File: src/rtl/axis_hex_pkg.sv
// Shared definitions for the AXI4-Stream word-to-ASCII-hex line transmitter.
// Contents:
//   state_t            - line transmitter FSM states
//   ASCII_* constants  - character codes used for digits and line endings
package axis_hex_pkg;

  typedef enum logic [1:0] {
    IDLE  = 2'd0,
    DIGIT = 2'd1,
    CR    = 2'd2,
    LF    = 2'd3
  } state_t;

  localparam logic [7:0] ASCII_CR   = 8'h0D;
  localparam logic [7:0] ASCII_LF   = 8'h0A;
  localparam logic [7:0] ASCII_0    = 8'h30;
  localparam logic [7:0] ASCII_A_UC = 8'h41;
  localparam logic [7:0] ASCII_A_LC = 8'h61;

endpackage

File: src/rtl/hex_nibble_to_ascii.sv
// Combinational hex digit encoder: one 4-bit nibble to its ASCII character.
// Ports:
//   nibble_i - value 0..15
//   char_o   - '0'..'9' or 'A'..'F' / 'a'..'f' depending on UPPERCASE
module hex_nibble_to_ascii
  import axis_hex_pkg::*;
#(
  parameter bit UPPERCASE = 1'b1
) (
  input  logic [3:0] nibble_i,
  output logic [7:0] char_o
);

  localparam logic [7:0] ALPHA_BASE = UPPERCASE ? ASCII_A_UC : ASCII_A_LC;

  // Map decimal digits onto '0' and the letters onto the selected alphabet case.
  always_comb begin
    char_o = 8'h00;
    if (nibble_i < 4'd10) begin
      char_o = ASCII_0 + {4'b0000, nibble_i};
    end else begin
      char_o = ALPHA_BASE + ({4'b0000, nibble_i} - 8'd10);
    end
  end

endmodule

File: src/rtl/axis_hex_ascii_tx.sv
// Converts each accepted 32-bit stream word into a line of ASCII hex digits
// (most significant of the lowest NIBBLES digits first), optionally followed
// by CR LF, and sends it one character per handshake on a byte stream.
// Ports:
//   clk, reset      - rising-edge clock, asynchronous active-low reset
//   s_axis_*        - 32-bit word sink; tready is low while a line is in flight
//   m_axis_*        - 8-bit character source toward the UART transmitter
//   busy            - high from word accept until the final character handshake
module axis_hex_ascii_tx
  import axis_hex_pkg::*;
#(
  parameter int NIBBLES   = 8,
  parameter bit EOL_CRLF  = 1'b1,
  parameter bit UPPERCASE = 1'b1
) (
  input  logic        clk,
  input  logic        reset,
  input  logic [31:0] s_axis_tdata,
  input  logic        s_axis_tvalid,
  output logic        s_axis_tready,
  output logic [7:0]  m_axis_tdata,
  output logic        m_axis_tvalid,
  input  logic        m_axis_tready,
  output logic        busy
);

  localparam logic [2:0] LAST_IDX = 3'(NIBBLES - 1);

  state_t      state_q, state_d;
  logic [31:0] word_q, word_d;
  logic [2:0]  idx_q, idx_d;
  logic [7:0]  tdata_q, tdata_d;
  logic        tvalid_q, tvalid_d;
  logic        sready_q, sready_d;
  logic        busy_q, busy_d;

  logic        m_hs_s;
  logic [2:0]  idx_dec_s;
  logic [3:0]  nib_s;
  logic [7:0]  char_s;

  assign m_hs_s    = tvalid_q & m_axis_tready;
  assign idx_dec_s = idx_q - 3'd1;

  // One encoder serves both the first digit (from the incoming word at accept)
  // and every following digit (from the captured word).
  always_comb begin
    nib_s = 4'h0;
    if (state_q == IDLE) begin
      nib_s = s_axis_tdata[4*(NIBBLES-1) +: 4];
    end else begin
      nib_s = word_q[{idx_dec_s, 2'b00} +: 4];
    end
  end

  hex_nibble_to_ascii #(
    .UPPERCASE (UPPERCASE)
  ) u_enc (
    .nibble_i (nib_s),
    .char_o   (char_s)
  );

  // Next-state and registered-output computation for the line transmitter.
  always_comb begin
    state_d  = state_q;
    word_d   = word_q;
    idx_d    = idx_q;
    tdata_d  = tdata_q;
    tvalid_d = tvalid_q;
    sready_d = sready_q;
    busy_d   = busy_q;
    case (state_q)
      IDLE: begin
        sready_d = 1'b1;
        tvalid_d = 1'b0;
        busy_d   = 1'b0;
        if (s_axis_tvalid && sready_q) begin
          word_d   = s_axis_tdata;
          idx_d    = LAST_IDX;
          tdata_d  = char_s;
          tvalid_d = 1'b1;
          sready_d = 1'b0;
          busy_d   = 1'b1;
          state_d  = DIGIT;
        end else begin
          state_d = IDLE;
        end
      end
      DIGIT: begin
        if (m_hs_s) begin
          if (idx_q != 3'd0) begin
            idx_d   = idx_dec_s;
            tdata_d = char_s;
          end else if (EOL_CRLF) begin
            tdata_d = ASCII_CR;
            state_d = CR;
          end else begin
            // Last digit gone and no line ending: reopen the sink now.
            tvalid_d = 1'b0;
            busy_d   = 1'b0;
            sready_d = 1'b1;
            state_d  = IDLE;
          end
        end else begin
          state_d = DIGIT;
        end
      end
      CR: begin
        if (m_hs_s) begin
          tdata_d = ASCII_LF;
          state_d = LF;
        end else begin
          state_d = CR;
        end
      end
      LF: begin
        if (m_hs_s) begin
          tvalid_d = 1'b0;
          busy_d   = 1'b0;
          sready_d = 1'b1;
          state_d  = IDLE;
        end else begin
          state_d = LF;
        end
      end
      default: begin
        tvalid_d = 1'b0;
        busy_d   = 1'b0;
        sready_d = 1'b0;
        state_d  = IDLE;
      end
    endcase
  end

  // State and output registers; reset discards any partially sent line.
  always_ff @(posedge clk or negedge reset) begin
    if (!reset) begin
      state_q  <= IDLE;
      word_q   <= 32'h0000_0000;
      idx_q    <= 3'd0;
      tdata_q  <= 8'h00;
      tvalid_q <= 1'b0;
      sready_q <= 1'b0;
      busy_q   <= 1'b0;
    end else begin
      state_q  <= state_d;
      word_q   <= word_d;
      idx_q    <= idx_d;
      tdata_q  <= tdata_d;
      tvalid_q <= tvalid_d;
      sready_q <= sready_d;
      busy_q   <= busy_d;
    end
  end

  assign s_axis_tready = sready_q;
  assign m_axis_tdata  = tdata_q;
  assign m_axis_tvalid = tvalid_q;
  assign busy          = busy_q;

endmodule

File: config.mk
export PLATFORM = sky130hd
export DESIGN_NAME = axis_hex_ascii_tx
export DESIGN_NICKNAME = d
export VERILOG_FILES = /design/src/rtl/axis_hex_pkg.sv /design/src/rtl/hex_nibble_to_ascii.sv /design/src/rtl/axis_hex_ascii_tx.sv
export SDC_FILE = /design/constraint.sdc
export NUM_CORES = 1
export LEC_CHECK = 0
export CELL_PAD_IN_SITES_DETAIL_PLACEMENT = 1
export CELL_PAD_IN_SITES_GLOBAL_PLACEMENT = 2
export CORE_MARGIN = 1.5
export CORE_UTILIZATION = 30
export DETAILED_ROUTE_END_ITERATION = 10
export PLACE_DENSITY_LB_ADDON = 0.1
export SLEW_MARGIN = 20
export SYNTH_ARGS = -nofsm -noshare
export SYNTH_HDL_FRONTEND = slang
export SYNTH_SLANG_ARGS = --single-unit
File: constraint.sdc
create_clock -name clk -period 4.17 [get_ports clk]
set_input_delay 1.251 -clock clk [delete_from_list [all_inputs] [get_ports clk]]
set_output_delay 1.251 -clock clk [all_outputs]
set_load 0.01 [all_outputs]
==> results by group, run 1 <==
STA
  • Fin. max-slew vios: 0
  • Number of hold violations in the final report: 0
  • Final min period: 3.26 ns
  • FMAX: 0.306 GHz
  • Slew of the pin with the lowest slew margin: 0.606 ns
  • Setup violations, final: 0
  • Unrepaired setup endpoints after global routing: no
  • Tcrit/Tclk final: 78.3%
  • Worst-case clock skew: 0.00624 ns
  • Setup TNS: 0 ns
  • Slew headroom: 59.6%

Drt
  • DR vias/cell: 4.87
  • Routed Antenna Nets: 0
  • Post-Route WL: 5560 µm
  • Pre-Repair DR Iteration Count: 3
  • Mean routed wirelength per cell: 14.9 µm
  • # DRC: 0
  • 1st-iter DRT viols: 35
  • Vias post-DR: 1810

Yosys
  • Primary FF master, synth: dfrtp_1
  • Post-synth EDFFs: 0
  • Cell accounting for the most synthesized area: dfrtp_1
  • Post-synthesis sequential area ratio: 44.8%
  • Yosys top cell area share: 44.8%
  • YS warnings: 0
  • Async SR Flop Fraction: 100%
  • Yosys reg bits: 46
  • Syn avg cell area: 11.5 µm²
  • Syn Inst Count: 224
  • Post-Syn Area: 2570 µm²
  • Post-synth net total: 271
  • Netlist cell types: 47
  • Main area contributors after synthesis: dfrtp_1 (45%), mux2_1 (12%), ha_1 (5.4%)

Global route
  • GR Overflow Total: 0
  • Largest net degree at the start of global routing: 33
  • First-pass GRT wire length: 9600 µm
  • Vias in the first global route: 1938
  • Initial antenna violation count: 0
  • Gr usage total: 13.9%

CTS
  • Num CTS Buffers: 5
  • Later-pin clock latency in the skew report: 0.30 ns
  • Hold buffer count at CTS: 0
  • # resized after CTS: 0
  • Post-CTS setup buffers: 0
  • H-tree depth: 2
  • Reg clk slew, reported paths: 0.09 ns
  • CTS tree: done
  • CTS sink cnt: 46
  • CTS root buffer: clkbuf_8
  • Clk buf depth: 2

Place
  • Port bufs: 45
  • DP Area: 3110 µm²
  • Hpwl dp: 4100 µm
  • Placer congestion estimate: 0.741

Cells and area
  • Commonest non-fill, non-tap cell in the layout: dfrtp_1
  • Commonest cells after routing, fill and taps aside: dfrtp_1 (46), clkdlybuf4s50_1 (44), mux2_1 (27)
  • Antenna diodes: 0
  • Register area: 1150 µm²
  • Share of cells above drive strength 1: 10.9%
  • Nets: 313
  • Layout area overhead: 24.4%
  • Fin area: 3200 µm²
  • Filler cells: 939
  • Footprint of the multi-input gates: 1310 µm²

Floorplan
  • Row cnt: 33
  • Die area: 9130 µm²
  • Core Region: 8260 µm²
  • Initial core utilization: 31.1%
  • I/O pin cnt: 47
  • Die H: 95.6 µm
  • Die Wd: 95.6 µm

Worst setup path
  • Critical Path Source Type: flip-flop
  • Worst-path fanout max: 17
  • Critical path capture point type: flip-flop
  • Arr. time, crit path: 3.46 ns
  • Setup Crit Path Kind: reg2reg
  • Worst Path Required: 4.36 ns
  • R2r setup slk: 0.91 ns

Status
  • Status: complete, no violations

Min path
  • Hold Path Class: reg2reg

Power and ir drop
  • Static Leak: 1.46 nW
  • Pwr dens: 243 nW/µm²
  • VDD IR max: 0.000101 V

Job
  • # Max-Cap Violations: 0
[cells in the mapped netlist, types with 2 or more instances]
library cell,n
nand3b_1,3
a21o_1,2
clkbuf_1,6
ha_1,11
nand4_1,3
dfrtp_1,46
buf_6,2
nand3_1,3
buf_2,3
inv_2,2
o21ai_0,3
o21ai_1,11
a21oi_1,8
mux2_2,7
nand2_1,18
nor2_1,8
a211oi_1,2
buf_4,2
nor3_1,3
o31ai_1,2
inv_1,6
mux2i_1,10
a22o_1,2
xnor2_1,2
mux4_2,4
nor2b_1,3
o21a_1,2
nor3b_1,5
mux2_1,27
[path summary, 6_finish.rpt]
check / start / end / depth (start not counted)
worst max-delay path: idx_q[0] / m_axis_tdata[3] / 13
worst min-delay path: m_axis_tdata[6] / m_axis_tdata[6] / 1
worst max register to register: idx_q[0] / m_axis_tdata[3] / 13
worst min register to register: m_axis_tdata[6] / m_axis_tdata[6] / 1
max in group asynchronous: reset / idx_q[0] / 2
min in group asynchronous: reset / state_q[1] / 1
[area by class of cell]
type | instances | share of cell area, %
clock buffers | 5 | 2.15
flip-flops and latches | 46 | 36.0
inverters | 8 | 0.939
repair buffers | 48 | 15.0
multi-input cells | 157 | 41.1
clock inverters | 3 | 0.665
well taps | 105 | 4.11
[stage by stage]
| step | cells | utilization [%] | total power [mW] | hold WS [ns] | setup WS, ns |
|---|---|---|---|---|---|
| 6_report | 372 | 38.7 | 0.778 | 0.488 | 0.906 |
| 5_1_grt | 372 | 38.7 | 0.818 | 0.501 | 0.683 |
| 4_1_cts | 372 | 38.7 | 0.800 | 0.497 | 0.869 |
| 3_5_place_dp | 364 | 37.6 | 0.502 | 0.474 | 0.853 |
| 3_3_place_gp | 363 | 37.4 | 0.499 | 0.457 | 0.826 |
| 2_1_floorplan | 224 | - | 0.456 | 0.449 | 1.00 |
[flip-flops by register name (all words and copies together), names as in the netlist]
name / flops
state_q: 2
busy: 1
s_axis_tready: 1
word_q: 32
m_axis_tdata: 7
idx_q: 3
[power breakdown]
group | internal [mW] | leakage (nW) | switching [mW]
clock | 0.118 | 0.0441 | 0.169
sequential | 0.446 | 0.617 | 0
combinational | 0.0301 | 0.800 | 0.0152
[critical path, stage by stage, from the launching register on]
cell	delay, ns
dfrtp_1	0.35
inv_1	0.07
ha_1	0.64
mux4_2	0.39
mux2_2	0.29
mux2i_1	0.24
ha_1	0.19
inv_1	0.04
ha_1	0.27
inv_1	0.19
nor2_1	0.07
nand4_1	0.09
o21ai_0	0.09
a211o_1	0.23
[per-layer routing]
| layer | GRT usage [%] | wire, µm | vias to the layer above |
|---|---|---|---|
| met4 | 4.41 | 67 | 0 |
| li1 | - | - | 882 |
| met1 | 18.1 | 2660 | 894 |
| met2 | 23.0 | 2640 | 29 |
| met5 | 0 | 0 | - |
| met3 | 3.03 | 186 | 5 |
[kinds of logic after synthesis]
group                      Yosys count  synth area share, %
AOI/OAI and AO/OA                   44                 11.8
xor gates and xnor gates             3                 1.75
adders and majority gates           11                 5.36
buffers and inverters               21                 4.09
DFF                                 46                 44.8
muxes                               48                 22.3
other                                1                0.146
and+or+nand+nor                     50                 9.74
(Power assumes the default switching activity.)
==> run 2, diff against run 1 <==
==> constraint.sdc (replaced) <==
create_clock -name clk -period 3.28 [get_ports clk]
set_input_delay 0.984 -clock clk [delete_from_list [all_inputs] [get_ports clk]]
set_output_delay 0.984 -clock clk [all_outputs]
set_load 0.01 [all_outputs]
==> run 2 against run 1 <==
Routed wire length is 5.1% higher. Maximum frequency up 9.1%. Setup slack worse by 0.62 ns. Critical path depth shrank 2. Clock skew grew 0.00078 ns. Worst hold slack worse by 0.011 ns. Die area unchanged. Sequential share of layout area down 0.40 points.
==> results by group, run 2 (synthesis results as in run 1) <==
Place
  • Post-Place Cells: 371 (+1.9%)
  • Placer congestion estimate: 0.790 (+6.6%)
  • Hpwl dp: 4470 µm (+9.0%)
  • Port bufs: 45 (unchanged)

CTS
  • CTS sink cnt: 46 (unchanged)
  • Clk buf depth: 2 (unchanged)
  • Later-pin clock latency in the skew report: 0.30 ns (about the same)
  • Reg clk slew, reported paths: 0.09 ns (about the same)
  • CTS root buffer: clkbuf_8
  • # resized after CTS: 0 (unchanged)
  • Hold buffer count at CTS: 0 (unchanged)
  • CTS tree: done
  • Num CTS Buffers: 5 (unchanged)
  • Post-CTS setup buffers: 0 (unchanged)
  • H-tree depth: 2 (unchanged)

Floorplan
  • Die Wd: 95.6 µm (unchanged)
  • Core Region: 8260 µm² (unchanged)
  • Die H: 95.6 µm (unchanged)
  • Die area: 9130 µm² (unchanged)
  • I/O pin cnt: 47 (unchanged)
  • Initial core utilization: 31.1% (unchanged)
  • Row cnt: 33 (unchanged)

Drt
  • Vias post-DR: 1864 (+3.0%)
  • 1st-iter DRT viols: 29 (-17%)
  • Pre-Repair DR Iteration Count: 4 (+1)
  • Post-Route WL: 5840 µm (+5.1%)
  • Mean routed wirelength per cell: 15.4 µm (+3.1%)
  • Routed Antenna Nets: 0 (unchanged)
  • DR vias/cell: 4.92 (+1.1%)
  • # DRC: 0 (unchanged)

STA
  • Number of hold violations in the final report: 0 (unchanged)
  • Worst-case clock skew: 0.00701 ns (+0.000776 ns)
  • Slew headroom: 63.1% (+3.4 points)
  • FMAX: 0.334 GHz (+9.1%)
  • Tcrit/Tclk final: 91.2% (+13 points)
  • Unrepaired setup endpoints after global routing: no
  • Final min period: 2.99 ns (-0.272 ns)
  • Fin. max-slew vios: 0 (unchanged)
  • Post-Route Hold Slack: 0.477 ns (-0.0111 ns)
  • Slew of the pin with the lowest slew margin: 0.554 ns (-0.0517 ns)
  • Setup violations, final: 0 (unchanged)
  • Setup TNS: 0 ns (unchanged)

Cells and area
  • Filler cells: 939 (unchanged)
  • Layout area overhead: 25.8%
  • Largest Register: word_q
  • Register area: 1150 µm² (unchanged)
  • Antenna diodes: 0 (unchanged)
  • Commonest non-fill, non-tap cell in the layout: dfrtp_1
  • Flip-flop count of the largest register, all copies and words added: 32 (unchanged)
  • Finished Layout Cells: 379 (+1.9%)
  • Footprint of the multi-input gates: 1310 µm² (unchanged)
  • Nets: 320 (+2.2%)
  • Share of cells above drive strength 1: 12.8% (+1.9 points)
  • Commonest cells after routing, fill and taps aside: dfrtp_1 (46), clkdlybuf4s50_1 (44), mux2_1 (27)

Global route
  • Vias in the first global route: 2019 (+4.2%)
  • Initial antenna violation count: 0 (unchanged)
  • First-pass GRT wire length: 10000 µm (+4.5%)
  • Gr usage total: 14.3% (+0.38 points)
  • GR Overflow Total: 0 (unchanged)
  • Largest net degree at the start of global routing: 35 (+6.1%)

Worst setup path
  • Critical Path Source Type: flip-flop
  • Critical path capture point type: flip-flop
  • Critical path launch point: idx_q[0]
  • Critical R2R Launch: idx_q[0]
  • Worst Path Required: 3.47 ns (-0.89 ns)
  • Setup Crit Path Kind: reg2reg
  • Arr. time, crit path: 3.18 ns (-0.28 ns)
  • Worst-path fanout max: 9 (-8)

Min path
  • Hold path startpoint: m_axis_tdata[0]
  • Hold Path Class: reg2reg

Power and ir drop
  • Static Leak: 1.49 nW (+2.2%)
  • Pwr dens: 302 nW/µm² (+24%)
  • VDD IR max: 0.000150 V (+48%)

Status
  • Status: complete, no violations

Job
  • # Max-Cap Violations: 0 (unchanged)
==> run 2: changes by cell type in the layout (fill, tap and decap cells not counted) <==
cell        change
clkinvlp_4      -1
clkbuf_1        +1
buf_4           +8
buf_12          -1
==> run 2: worst max-delay path, stage by stage (launching register included) <==
cell,delay (ns)
dfrtp_1,0.35
inv_1,0.07
ha_1,0.46
mux4_2,0.35
mux2_2,0.30
mux2i_1,0.27
ha_1,0.20
inv_1,0.04
ha_1,0.36
nand3b_1,0.15
a211oi_1,0.24
a21oi_1,0.10
==> run 2: power by group <==
group	leakage, nW	total (mW)	internal, mW	switching [mW]
clock network	0.0452	0.353	0.151	0.202
registers	0.617	0.567	0.567	0
logic	0.832	0.0568	0.0374	0.0194
total	1.49	0.976	0.755	0.221
==> run 2: through the flow <==
stage	setup WS (ns)	area, µm²	utilization (%)	power (mW)
global route	0.0151	3230	39.2	1.03
finish	0.288	3230	39.2	0.976
CTS	0.222	3230	39.2	1.00
detailed placement	0.240	3150	38.1	0.636
floorplan	0.115	2570	-	0.580
global placement	0.416	3150	38.1	0.636
==> run 2: cell type report <==
class / count / share of cell area (%)
timing repair buffer: 55 / 16.1
inverter: 8 / 0.929
tap: 105 / 4.06
multi-input combinational: 157 / 40.6
clock inverter: 2 / 0.426
clock buffer: 6 / 2.24
sequential: 46 / 35.6
==> run 2: worst paths after layout <==
kind	endpoint	slack, ns	depth (start not counted)
setup / recovery	m_axis_tdata[4]	0.29	11
hold / removal	m_axis_tdata[0]	0.48	2
setup reg to reg	m_axis_tdata[4]	0.29	11
hold reg to reg	m_axis_tdata[0]	0.48	2
max in group asynchronous	idx_q[1]	2.06	2
min in group asynchronous	m_axis_tdata[5]	0.59	1
==> run 2: metal layers <==
layer  up-vias  part of all wire [%]  track usage (%)
met5         -                     0                0
met4         0                  0.87             3.31
met3         5                   3.0             2.79
met2        30                    49             24.5
li1        901                     -                -
met1       928                    48             18.5
==> run 3, diff against run 2 <==
==> constraint.sdc (replaced) <==
create_clock -name clk -period 3.28 [get_ports clk]
set_input_delay 0.984 -clock clk [delete_from_list [all_inputs] [get_ports clk]]
set_output_delay 0.984 -clock clk [all_outputs]
set_load 0.1 [all_outputs]
==> run 3 against run 2 <==
Critical path depth unchanged. Via count is 0.32% lower. Maximum frequency is 3.5% higher. Clock power up 50%. Cell count fell by 0.26%. Non-clock buffer count decreased by 1.
==> results by group, run 3 (synthesis results as in run 1) <==
Floorplan
  • Initial core utilization: 31.1% (unchanged)
  • Die Wd: 95.6 µm (unchanged)
  • Die H: 95.6 µm (unchanged)
  • Core Region: 8260 µm² (unchanged)
  • Row cnt: 33 (unchanged)
  • Die area: 9130 µm² (unchanged)
  • I/O pin cnt: 47 (unchanged)

Drt
  • # DRC: 0 (unchanged)
  • Mean routed wirelength per cell: 15.2 µm (-1.4%)
  • Routed Antenna Nets: 0 (unchanged)
  • Met2 wire length: 2770 µm (-2.4%)
  • Met3 wire length: 169 µm (-2.9%)
  • DR vias/cell: 4.92 (about the same)
  • Met1 WL: 2740 µm (-1.3%)
  • Pre-Repair DR Iteration Count: 4 (unchanged)
  • Post-Route WL: 5740 µm (-1.6%)
  • Vias post-DR: 1858 (-0.32%)
  • 1st-iter DRT viols: 61 (+110%)
  • Topmost layer with routed signal wires: met4

Place
  • Post-Place Cells: 370 (-0.27%)
  • Placer congestion estimate: 0.802 (+1.5%)
  • Hpwl dp: 4240 µm (-5.0%)
  • Port bufs: 45 (unchanged)

STA
  • Tcrit/Tclk final: 88.1% (-3.1 points)
  • Setup TNS: 0 ns (unchanged)
  • Unrepaired setup endpoints after global routing: no
  • Slew of the pin with the lowest slew margin: 0.615 ns (+0.0605 ns)
  • FMAX: 0.346 GHz (+3.5%)
  • Worst-case clock skew: 0.00912 ns (+0.00211 ns)
  • Post-Route Hold Slack: 0.475 ns (-0.00149 ns)
  • Setup violations, final: 0 (unchanged)
  • Number of hold violations in the final report: 0 (unchanged)
  • Final min period: 2.89 ns (-0.102 ns)
  • Fin. max-slew vios: 0 (unchanged)
  • Slew headroom: 59.0% (-4.0 points)

CTS
  • CTS root buffer: clkbuf_8
  • H-tree depth: 2 (unchanged)
  • CTS sink cnt: 46 (unchanged)
  • Num CTS Buffers: 5 (unchanged)
  • Clk buf depth: 2 (unchanged)
  • Hold buffer count at CTS: 0 (unchanged)
  • Later-pin clock latency in the skew report: 0.30 ns (about the same)
  • Reg clk slew, reported paths: 0.10 ns (about the same)
  • CTS tree: done

Worst setup path
  • Worst Path Required: 3.48 ns (about the same)
  • Crit-path cells: inv_1 -> ha_2 -> mux4_2 -> mux2_2 -> mux2i_1 -> ha_1 -> inv_1 -> ha_1 -> nand3b_1 -> a211oi_1 -> a21oi_1
  • Worst-path fanout max: 9 (unchanged)
  • Arr. time, crit path: 3.09 ns (-0.09 ns)
  • Cells on worst reg2reg path: 11 (unchanged)
  • CP top delay family: adder cells
  • Cell count along the critical path: 11 (unchanged)
  • Worst path max stage delay: 0.44 ns (-0.02 ns)
  • Critical Path Source Type: flip-flop
  • Critical path capture point type: flip-flop
  • Setup Crit Path Kind: reg2reg
  • CP max-delay cell: ha_2
  • WP buf/inv: 2 (unchanged)

Cells and area
  • Finished Layout Cells: 378 (-0.26%)
  • Commonest cells after routing, fill and taps aside: dfrtp_1 (46), clkdlybuf4s50_1 (34), mux2_1 (27)
  • Antenna diodes: 0 (unchanged)
  • Layout area overhead: 26.8%
  • Nets: 319 (-0.31%)
  • Filler cells: 933 (-0.64%)
  • Share of cells above drive strength 1: 16.8% (+4.1 points)
  • Flip-flop count of the largest register, all copies and words added: 32 (unchanged)
  • Largest Register: word_q
  • Commonest non-fill, non-tap cell in the layout: dfrtp_1
  • Footprint of the multi-input gates: 1320 µm² (+0.19%)
  • Register area: 1150 µm² (unchanged)
  • Final core occ: 39.5% (+0.32 points)

Global route
  • Vias in the first global route: 1905 (-5.6%)
  • Gr usage total: 14.2% (-0.15 points)
  • First-pass GRT wire length: 9800 µm (-2.3%)
  • Largest net degree at the start of global routing: 47 (+34%)
  • GR Overflow Total: 0 (unchanged)
  • Initial antenna violation count: 0 (unchanged)

Power and ir drop
  • Static Leak: 1.53 nW (+2.1%)
  • Tot Pwr: 1.16 mW (+19%)
  • VDD IR max: 0.000130 V (-14%)
  • Pwr dens: 355 nW/µm² (+18%)

Job
  • # Max-Cap Violations: 0 (unchanged)

Status
  • Status: complete, no violations

Min path
  • Hold Path Class: reg2reg
  • Worst Hold Path Cells: 2 (unchanged)
[run 3: worst paths after layout]
path                                 start              end  slack [ns]
min reg2reg                m_axis_tdata[0]  m_axis_tdata[0]        0.48
min in group asynchronous            reset             busy        0.76
max in group asynchronous            reset  m_axis_tdata[1]        2.09
max                               idx_q[0]  m_axis_tdata[4]        0.39
min                        m_axis_tdata[0]  m_axis_tdata[0]        0.48
max reg2reg                       idx_q[0]  m_axis_tdata[4]        0.39
[run 3: metrics by stage]
step	worst slack (ns)	cell area, µm²
final	0.390	3260
after global routing	0.0475	3260
after CTS	0.265	3260
after detailed placement	0.290	3110
after global placement	0.399	3110
after floorplan	0.115	2570
[run 3: tightest hold or removal path: stages (launching register included)]
cell and delay, ns:
dfrtp_1 0.36, nand2_1 0.05, nand2_1 0.05
[run 3: final cells by class]
class / instances / share of cell area (%)
Clock buffer: 6 / 2.53
Multi-Input combinational cell: 157 / 40.4
Tap cell: 105 / 4.03
Clock inverter: 2 / 1.84
Timing Repair Buffer: 54 / 15.0
Inverter: 8 / 0.921
Sequential cell: 46 / 35.3
[run 3: power breakdown]
| part | total, mW | internal [mW] | switching, mW |
|---|---|---|---|
| clock network | 0.531 | 0.325 | 0.205 |
| logic | 0.0602 | 0.0367 | 0.0235 |
| registers | 0.567 | 0.567 | 0 |
[run 3: what timing repair did]
item / CTS / global route
setup endpoints to repair: 0 / 1
setup buffers: 0 / 0
endpoints found under the hold margin: 0 / 0
gates resized for setup: 0 / 1
[run 3: per-layer routing]
| layer | track usage, % | up-vias |
|---|---|---|
| li1 | - | 898 |
| met1 | 18.5 | 924 |
| met2 | 23.5 | 30 |
| met3 | 2.95 | 6 |
| met4 | 4.04 | 0 |
| met5 | 0 | - |
